**config.mk**
```make
export PLATFORM = sky130hd
export DESIGN_NAME = uart_rx_fifo_flat
export DESIGN_NICKNAME = d
export VERILOG_FILES = /design/src/rtl/uart_rx_fifo_if.sv /design/src/rtl/uart_rx_fifo.sv /design/src/flat_wrapper.sv
export SDC_FILE = /design/constraint.sdc
export NUM_CORES = 1
export LEC_CHECK = 0
export BUFFER_PORTS_ARGS = -buffer_cell sky130_fd_sc_hd__buf_2
export CORE_MARGIN = 8
export CORE_UTILIZATION = 50
export DETAILED_ROUTE_END_ITERATION = 10
export PLACE_DENSITY = 0.67
export SYNTH_ARGS = -nofsm -noshare
export SYNTH_HDL_FRONTEND = slang
export SYNTH_SLANG_ARGS = --single-unit
```
**constraint.sdc**
```tcl
create_clock -name clk -period 4.9 [get_ports clk]
set_input_delay 0.245 -clock clk [delete_from_list [all_inputs] [get_ports clk]]
set_output_delay 0.245 -clock clk [all_outputs]
set_load 0.1 [all_outputs]
```
**src/rtl/uart_rx_fifo_if.sv**
```systemverilog
// Read/write handshake bundle between the UART receiver, the receive FIFO and
// the consumer.
interface uart_rx_fifo_if #(
  parameter int DBIT_WIDTH = 8,
  parameter int ADDR_WIDTH = 4
);
  logic                  rx_done_tick;
  logic [DBIT_WIDTH-1:0] rx_data;
  logic                  rd_ready;
  logic                  ovf_clr;
  logic                  rd_valid;
  logic [DBIT_WIDTH-1:0] rd_data;
  logic                  full;
  logic [ADDR_WIDTH:0]   level;
  logic                  overflow;

  // The environment drives the strobes; the FIFO answers with its status.
  modport master (
    output rx_done_tick, rx_data, rd_ready, ovf_clr,
    input  rd_valid, rd_data, full, level, overflow
  );

  modport slave (
    input  rx_done_tick, rx_data, rd_ready, ovf_clr,
    output rd_valid, rd_data, full, level, overflow
  );
endinterface

```
**src/rtl/uart_rx_fifo.sv**
```systemverilog
// First-word-fall-through byte FIFO behind a UART receiver. Bytes that arrive
// while full are dropped and flagged through a sticky overflow bit.
module uart_rx_fifo #(
  parameter int DBIT_WIDTH = 8,
  parameter int ADDR_WIDTH = 4
) (
  input logic           clk,
  input logic           rst,
  uart_rx_fifo_if.slave bus
);
  localparam int                  DEPTH      = 2 ** ADDR_WIDTH;
  localparam logic [ADDR_WIDTH:0] FULL_LEVEL = DEPTH[ADDR_WIDTH:0];

  logic [DBIT_WIDTH-1:0] mem [DEPTH];
  logic [ADDR_WIDTH-1:0] wr_ptr;
  logic [ADDR_WIDTH-1:0] rd_ptr;
  logic [ADDR_WIDTH:0]   level_q;
  logic                  overflow_q;

  logic rd_valid;
  logic full;
  logic push;
  logic pop;
  logic drop;

  assign rd_valid = (level_q != '0);
  assign full     = (level_q == FULL_LEVEL);

  // A pop frees a slot in the same cycle, so a full FIFO still accepts a byte.
  assign pop  = bus.rd_ready & rd_valid;
  assign push = bus.rx_done_tick & (~full | pop);
  assign drop = bus.rx_done_tick & full & ~pop;

  // NOTE: the storage array has no reset; the pointers and level alone decide
  // which entries hold live data, so stale contents are never observable.
  always_ff @(posedge clk) begin
    if (push) begin
      mem[wr_ptr] <= bus.rx_data;
    end
  end

  // NOTE: non-blocking assignments so every register here samples the
  // pre-edge values of push/pop, independent of statement order.
  always_ff @(posedge clk or posedge rst) begin
    if (rst) begin
      wr_ptr <= '0;
      rd_ptr <= '0;
    end else begin
      if (push) wr_ptr <= wr_ptr + ADDR_WIDTH'(1);
      if (pop)  rd_ptr <= rd_ptr + ADDR_WIDTH'(1);
    end
  end

  always_ff @(posedge clk or posedge rst) begin
    if (rst) begin
      level_q <= '0;
    end else begin
      unique case ({push, pop})
        2'b10:   level_q <= level_q + (ADDR_WIDTH + 1)'(1);
        2'b01:   level_q <= level_q - (ADDR_WIDTH + 1)'(1);
        default: level_q <= level_q;
      endcase
    end
  end

  // A drop in the same cycle as a clear keeps the flag set.
  always_ff @(posedge clk or posedge rst) begin
    if (rst) begin
      overflow_q <= 1'b0;
    end else if (drop) begin
      overflow_q <= 1'b1;
    end else if (bus.ovf_clr) begin
      overflow_q <= 1'b0;
    end
  end

  assign bus.rd_valid = rd_valid;
  assign bus.rd_data  = rd_valid ? mem[rd_ptr] : '0;
  assign bus.full     = full;
  assign bus.level    = level_q;
  assign bus.overflow = overflow_q;
endmodule

```
**src/flat_wrapper.sv**
```systemverilog
// flat-port wrapper written by rule: the top's interface ports become plain ports
module uart_rx_fifo_flat 
#(
  parameter int DBIT_WIDTH = 8,
  parameter int ADDR_WIDTH = 4
)
  (clk, rst, bus_rx_done_tick, bus_rx_data, bus_rd_ready, bus_ovf_clr, bus_rd_valid, bus_rd_data, bus_full, bus_level, bus_overflow);
  uart_rx_fifo_if #(.DBIT_WIDTH(DBIT_WIDTH), .ADDR_WIDTH(ADDR_WIDTH)) bus_i ();
  input logic clk;
  input logic rst;
  input wire logic [$bits(bus_i.rx_done_tick)-1:0] bus_rx_done_tick;
  input wire logic [$bits(bus_i.rx_data)-1:0] bus_rx_data;
  input wire logic [$bits(bus_i.rd_ready)-1:0] bus_rd_ready;
  input wire logic [$bits(bus_i.ovf_clr)-1:0] bus_ovf_clr;
  output wire logic [$bits(bus_i.rd_valid)-1:0] bus_rd_valid;
  output wire logic [$bits(bus_i.rd_data)-1:0] bus_rd_data;
  output wire logic [$bits(bus_i.full)-1:0] bus_full;
  output wire logic [$bits(bus_i.level)-1:0] bus_level;
  output wire logic [$bits(bus_i.overflow)-1:0] bus_overflow;
  assign bus_i.rx_done_tick = bus_rx_done_tick;
  assign bus_i.rx_data = bus_rx_data;
  assign bus_i.rd_ready = bus_rd_ready;
  assign bus_i.ovf_clr = bus_ovf_clr;
  assign bus_rd_valid = bus_i.rd_valid;
  assign bus_rd_data = bus_i.rd_data;
  assign bus_full = bus_i.full;
  assign bus_level = bus_i.level;
  assign bus_overflow = bus_i.overflow;
  uart_rx_fifo #(.DBIT_WIDTH(DBIT_WIDTH), .ADDR_WIDTH(ADDR_WIDTH)) u_core (.clk(clk), .rst(rst), .bus(bus_i));
endmodule
```
* Word-level counts from Yosys, hierarchy flattened *
Memories as Yosys holds them, arrays and structs flattened.
Cells that the tools add are included.
Widths: inputs -> output; s select.

operators by class
  add/subtract/negate cells = 4
  multiply operators = 0
  divide/modulo/power cells = 0
  magnitude comparators = 0
  equal/unequal tests = 3
  shifts and indexed selects = 0
  multiplexer cells = 6
  bitwise operators = 7
  reductions and logical operators = 3

operators by type and width
  cell                 count
  $pmux 5 s2           1
  $add 4x1->4 const B  2
  $mux 8               1
  $add 5x1->5 const B  1
  $eq 5x5->1 const B   1
  $reduce_bool 5->1    1
  $sub 5x1->5 const B  1
  $and 1x1->1          4
  $mux 1               4
  $reduce_bool 2->1    2
  $eq 2x1->1 const B   1
  $eq 2x2->1 const B   1
  $not 1->1            2
  $or 1x1->1           1

storage, ports and cells
  register bits = 14
  latch bits = 0
  memory bits (writable) = 128
  memory bits (read-only) = 0
  output and inout port bits = 16
  memories = 1

memories
  name        words  width  read ports  clocked after Yosys merged registers in  write ports  RTL line            RTL
  u_core.mem  16     8      1           0                                        1            uart_rx_fifo.sv:14  logic [DBIT_WIDTH-1:0] mem [DEPTH];

* Longest topological paths before layout *
Gate-level depths: netlist of the first run.

  depth after elaboration = 6
  gate-level depth with buffers = 8

* Worst setup path before layout of the first run *
OpenSTA, ideal clock, no wires.

  path type = register to output
  start = register u_core.level_q[4] (netlist: u_core.bus.level[4])
  end = output port bus_rd_data[0]
  arrival time = 4.117 ns
  required time = 4.655 ns
  slack = 0.538 ns
  stages on the path, launching flop included = 6
  path buffers = 1
  path through = dfrtp_1 inv_1 nand2_1 clkbuf_1 o21ai_0 a21oi_1

between the ends
  longest elaborated chain between the ends = 2

ends and longest elaborated chain
  item                    RTL line            RTL
  start, declared         uart_rx_fifo.sv:17  logic [ADDR_WIDTH:0] level_q;
  start signal, assigned  uart_rx_fifo.sv:59  2'b10: level_q <= level_q + (ADDR_WIDTH + 1)'(1);
  start signal, assigned  uart_rx_fifo.sv:60  2'b01: level_q <= level_q - (ADDR_WIDTH + 1)'(1);
  start signal, assigned  uart_rx_fifo.sv:61  default: level_q <= level_q;
  $reduce_bool 5->1       uart_rx_fifo.sv:26  assign rd_valid = (level_q != '0);
  via bus_rd_valid        flat_wrapper.sv:15  output wire logic [$bits(bus_i.rd_valid)-1:0] bus_rd_valid;
  $mux 8                  uart_rx_fifo.sv:78  assign bus.rd_data = rd_valid ? mem[rd_ptr] : '0;
  end, declared           flat_wrapper.sv:16  output wire logic [$bits(bus_i.rd_data)-1:0] bus_rd_data;

The timed path passes the listed nets, and every way through them passes these cells.

* Worst setup path after layout of the first run *
  start = register u_core.rd_ptr[0]
  end = output port bus_rd_data[2]

between the ends
  longest elaborated chain between the ends = 2

ends and longest elaborated chain
  item                    RTL line            RTL
  start, declared         uart_rx_fifo.sv:16  logic [ADDR_WIDTH-1:0] rd_ptr;
  start signal, assigned  uart_rx_fifo.sv:50  if (pop) rd_ptr <= rd_ptr + ADDR_WIDTH'(1);
  $mem_v2 16x8            --
  $mux 8                  uart_rx_fifo.sv:78

Every way passes these cells.

==> results of run 1 <==
==> per-stage QoR <==
stage	setup WS, ns	hold slack (ns)	cell area (um2)	std cells	utilization [%]
global route	1.35	0.0311	6750	493	58.8
CTS	1.53	0.0105	6750	493	58.8
floorplan	0.538	0.134	5890	303	-
detailed placement	1.99	0.311	6140	460	53.6
finish	1.57	0.0241	6750	493	58.8
global placement	2.00	0.310	6140	460	53.6
==> state kept, by name, summed over array words and instances, names as in the netlist <==
register,flops
u_core.bus.overflow,1
u_core.mem,128
u_core.wr_ptr,4
u_core.bus.level,5
u_core.rd_ptr,4
==> Yosys cell counts (2+ instances only) <==
cell	instances
edfxtp_1	128
xor2_1	4
nand3_1	7
o21ai_0	10
buf_2	3
and3_1	8
dfrtp_1	14
nor2_1	11
buf_6	4
mux4_2	8
a21oi_1	11
mux4_1	24
mux2_2	9
ha_1	6
and2_1	3
xnor2_1	6
nor4_1	3
nand2_1	3
inv_1	8
mux2i_1	9
clkbuf_1	8
nand4_1	2
==> metal layers <==
layer	share of wire, %	vias up	GRT usage, %
met5	0.074	-	0
met4	1.3	2	5.74
met3	4.3	11	3.91
met2	49	69	23.2
met1	45	1499	18.2
li1	-	1318	-
==> kinds of logic after synthesis <==
family / count (synthesis) / share of synthesized area [%]
flops: 142 / 71.2
fa+ha+maj: 6 / 1.27
buf+inv: 25 / 2.23
mux: 51 / 17.2
xor+xnor: 10 / 1.49
simple gates: 41 / 3.67
compound gates: 28 / 2.99
==> worst max-delay path: stages (launching register included) <==
cell and delay [ns]:
dfrtp_2 1.05, mux4_1 0.66, mux2_2 0.30, o21ai_0 0.25
a21oi_1 0.07, buf_2 0.32
==> path summary, 6_finish.rpt <==
check                                           startpoint                               to  slack, ns  cells past startpoint
min reg2reg                u_core.bus.overflow$_DFFE_PP0P_  u_core.bus.overflow$_DFFE_PP0P_       0.52                      2
max reg2reg                u_core.bus.level[1]$_DFFE_PP0P_       u_core.mem[4][0]$_DFFE_PP_       2.38                      4
min                                            bus_ovf_clr  u_core.bus.overflow$_DFFE_PP0P_       0.02                      2
max                           u_core.rd_ptr[0]$_DFFE_PP0N_                   bus_rd_data[2]       1.57                      5
max in group asynchronous                              rst     u_core.rd_ptr[0]$_DFFE_PP0N_       4.09                      3
min in group asynchronous                              rst     u_core.wr_ptr[1]$_DFFE_PP0P_       0.42                      3
==> area by class of cell <==
cell class	instances	area, um2	area share (%)
inverters	8	30.0	0.445
repair buffers	32	173	2.56
multi-input cells	136	1580	23.3
well taps	143	179	2.65
clock buffers	17	425	6.30
clock inverters	15	170	2.52
flip-flops and latches	142	4200	62.2
==> repair_timing <==
action                                 4_1_cts  5_1_grt
endpoints found under the hold margin       14        0
buffers inserted                             0        0
resized for setup                            0        0
hold buffers                                 1        0
==> flow_summary_export.csv, run 1 <==
group,metric,value,unit
outcome,status,"completed",
clock_network,root_buffer,"clkbuf_16",
worst_setup_path,start_kind,"flip-flop",
die,rows,39,
timing,fin_crit,3.33,ns
layout,fill_cells,792,
routing,drc,0,
die,fp.coreArea,11500,um2
clock_network,htree_levels,4,
synthesis,synth_edf_count,128,
routing,vias,2899,
die,die_w,125,um
layout,final_common_cell,"edfxtp_1",
synthesis,ys_seq_area_share,71.2,%
placed_design,gp_congestion,0.814,
worst_hold_path,hold_class,"input port to flip-flop",
placed_design,hpwl,6.53,mm
synthesis,ys.flop_type,"edfxtp_1",
run,drv_cap,0,
synthesis,ys_seq_elements,142,
die,start_util,51.4,%
timing,fin_skew,0.0102,ns
layout,fin_nets,356,
synthesis,synthCells,303,
grt,overflow,0,
timing,rsz0062_at_grt,"false",
placed_design,portBuffers,28,
timing,finalSetupViolations,0,
grt,grt_use_total,14.4,%
grt,grt_max_degree,36,
layout,layout_common_cells,"edfxtp_1, buf_2, mux4_1",
worst_setup_path,crit_type,"flip-flop to output pin",
worst_setup_path,cp.arrival,3.09,ns
synthesis,synthesis.area,5890,um2
layout,n_antenna_cell,0,
routing,ant_nets,0,
grt,grt_pass1_vias,2941,
layout,layout-drive-gt1-share,24.0,%
synthesis,yosysTopAreaCell,"edfxtp_1",
die,die_y,125,um
grt,antenna_found_initial,1,
synthesis,synth_top_cell_area_share,65.2,%
die,die_area,15500,um2
routing,wl_per_cell,21.9,um
synthesis,synth_cell_types,36,
timing,clock.fmax,300,MHz
clock_network,clkLatencyLatePin,0.41,ns
worst_setup_path,endpoint_kind,"output pin",
synthesis,synth_nets,322,
timing,fin_tns_setup,0,ns
synthesis,ys_warn_count,0,
synthesis,async_flop_share,9.86,%
clock_network,clock-sinks,142,
timing,period_share,68.0,%
synthesis,synthTopCellsByArea,"edfxtp_1, mux4_1, dfrtp_1, mux4_2, mux2_2",
clock_network,path_clk_slew,0.06,ns
timing,hold_violations,0,
timing,slew_violations,0,
worst_setup_path,cp_max_fo,35,
routing,drt_iter0_drc,343,
clock_network,cts_tree,"done",
routing,avgViaCountPerCell,5.88,
timing,maxSlewHeadroom,30.1,%
die,ios,29,
synthesis,avgSynthCellArea,19.5,um2
grt,grt_pass1_wl,17.0,mm
clock_network,numCtsBuffers,17,
layout,area_growth,14.5,%
worst_setup_path,required,4.66,ns
clock_network,clk_path_buf_depth,2,
routing,wirelength,10.8,mm
timing,tightest_slew,1.05,ns
routing,dr.pass1.iters,4,
Power of run 1 is not shown: default switching activity piles up to over one toggle a cycle in this logic, so the estimate is an artifact.
==> run 2: changes to the inputs <==
clock period = 3.4 ns   (was 4.9 ns; I/O delays follow)
==> flow_summary_export.csv, run 2 (same netlist as run 1, synthesis figures left out) <==
group,metric,value,unit
layout,top_register,"u_core.mem",
worst_setup_path,required,3.23,ns
layout,fill_cells,813,
worst_setup_path,endpoint,"bus_rd_data[1]",
timing,hold_violations,0,
placed_design,portBuffers,28,
grt,grt_pass1_wl,17.7,mm
clock_network,root_buffer,"clkbuf_16",
layout,n_antenna_cell,0,
clock_network,clock-sinks,142,
layout,final_util,59.1,%
worst_setup_path,ff2ff_setup_slack,0.88,ns
routing,ant_nets,0,
die,die_y,125,um
worst_setup_path,start_kind,"flip-flop",
die,die_area,15500,um2
die,ios,29,
die,die_w,125,um
grt,antenna_found_initial,0,
grt,grtUsageMet1,19.8,%
layout,area_growth,14.9,%
timing,clock.fmax,335,MHz
worst_setup_path,cp_max_fo,18,
timing,maxSlewHeadroom,36.1,%
timing,period_share,87.9,%
layout,layout_common_cells,"edfxtp_1, buf_2, mux4_1",
routing,dr.pass1.iters,4,
grt,overflow,0,
routing,vias,2938,
worst_setup_path,cp.arrival,2.82,ns
timing,fin_tns_setup,0,ns
layout,final_common_cell,"edfxtp_1",
grt,met2_usage,23.7,%
die,fp.coreArea,11500,um2
worst_hold_path,hold_class,"input port to flip-flop",
clock_network,numCtsBuffers,17,
clock_network,htree_levels,4,
placed_design,gp_congestion,0.771,
grt,grt_use_total,15.3,%
routing,avgViaCountPerCell,5.92,
outcome,status,"completed",
grt,grt_max_degree,28,
timing,rsz0062_at_grt,"false",
worst_setup_path,reg2reg_to,"u_core.mem[6][5]$_DFFE_PP_",
clock_network,cts_tree,"done",
worst_setup_path,endpoint_kind,"output pin",
timing,tightest_slew,0.955,ns
clock_network,postCtsSetupBuffers,0,
routing,wl_per_cell,23.1,um
grt,grt_pass1_vias,3010,
routing,drc,0,
worst_setup_path,reg2reg_from,"u_core.bus.level[0]$_DFFE_PP0P_",
grt,grt.met3_usage,4.38,%
placed_design,dp.cells,462,
grt,busiest_layer,"met2",
worst_setup_path,r2r_cells,4,
layout,layout-drive-gt1-share,26.3,%
timing,slew_violations,0,
die,rows,39,
layout,largest_register_ffs,128,
worst_setup_path,cp-startpoint,"u_core.rd_ptr[0]$_DFFE_PP0N_",
timing,fin_skew,0.00496,ns
clock_network,clk_path_buf_depth,2,
worst_setup_path,crit_type,"flip-flop to output pin",
clock_network,clkLatencyLatePin,0.42,ns
die,start_util,51.4,%
routing,drt_iter0_drc,300,
routing,wirelength,11.5,mm
clock_network,path_clk_slew,0.07,ns
placed_design,hpwl,7.26,mm
timing,fin_crit,2.99,ns
layout,fin_nets,359,
layout,instances_no_fill,496,
timing,finalSetupViolations,0,
run,drv_cap,0,
[run 2: cell count changes in the layout (fill, tap and decap cells not counted), moves of 2 or more]
cell | previous run | this run
inv_8 | 5 | 3
a21oi_2 | 0 | 8
buf_4 | 3 | 5
a21oi_1 | 11 | 3
[run 2: how the worst min path moves through the flow]
stage	start	end	slack, ns	cells past startpoint
4_1_cts	bus_rx_data[4]	u_core.mem[1][4]$_DFFE_PP_	0.12	1
3_5_place_dp	rst	u_core.bus.level[2]$_DFFE_PP0P_	0.27	2
3_3_place_gp	rst	u_core.bus.level[3]$_DFFE_PP0P_	0.25	2
5_1_grt	bus_rx_data[4]	u_core.mem[1][4]$_DFFE_PP_	0.13	1
6_report	bus_rx_data[4]	u_core.mem[1][4]$_DFFE_PP_	0.14	1
2_1_floorplan	rst	u_core.bus.level[0]$_DFFE_PP0P_	0.06	1
[run 2: through the flow]
stage / area [um2] / setup WS (ns) / hold WS, ns
final: 6780 / 0.412 / 0.144
after global routing: 6780 / 0.275 / 0.134
after CTS: 6780 / 0.385 / 0.121
after detailed placement: 6180 / 0.847 / 0.269
after global placement: 6180 / 0.859 / 0.250
after floorplan: 5930 / 0.229 / 0.0592
[run 2: routing by layer]
layer | vias up | share of wire (%) | wire length, um
met3 | 15 | 4.8 | 552
li1 | 1325 | - | -
met2 | 88 | 48 | 5530
met4 | 0 | 1.5 | 170
met1 | 1510 | 46 | 5220
met5 | - | 0 | 0
[run 2: repair_timing]
action | CTS | global route
resized for setup | 0 | 0
setup endpoints to repair | 0 | 0
hold endpoints to repair | 15 | 0
hold buffers | 2 | 0
[run 2: final cells by class]
class / count / area (um2) / area share (%)
Clock buffer: 17 / 425 / 6.28
Clock inverter: 15 / 149 / 2.20
Inverter: 8 / 30.0 / 0.443
Multi-Input combinational cell: 136 / 1600 / 23.6
Sequential cell: 142 / 4200 / 61.9
Tap cell: 143 / 179 / 2.64
Timing Repair Buffer: 35 / 198 / 2.92
[run 2: worst max-delay path, stage by stage, from the launching register on]
cell and delay, ns:
dfrtp_2 0.68, buf_4 0.30, mux4_1 0.56, mux2_2 0.28, o21ai_0 0.22, a21oi_2 0.04, buf_2 0.32
Power of run 2 is left out for the same reason.
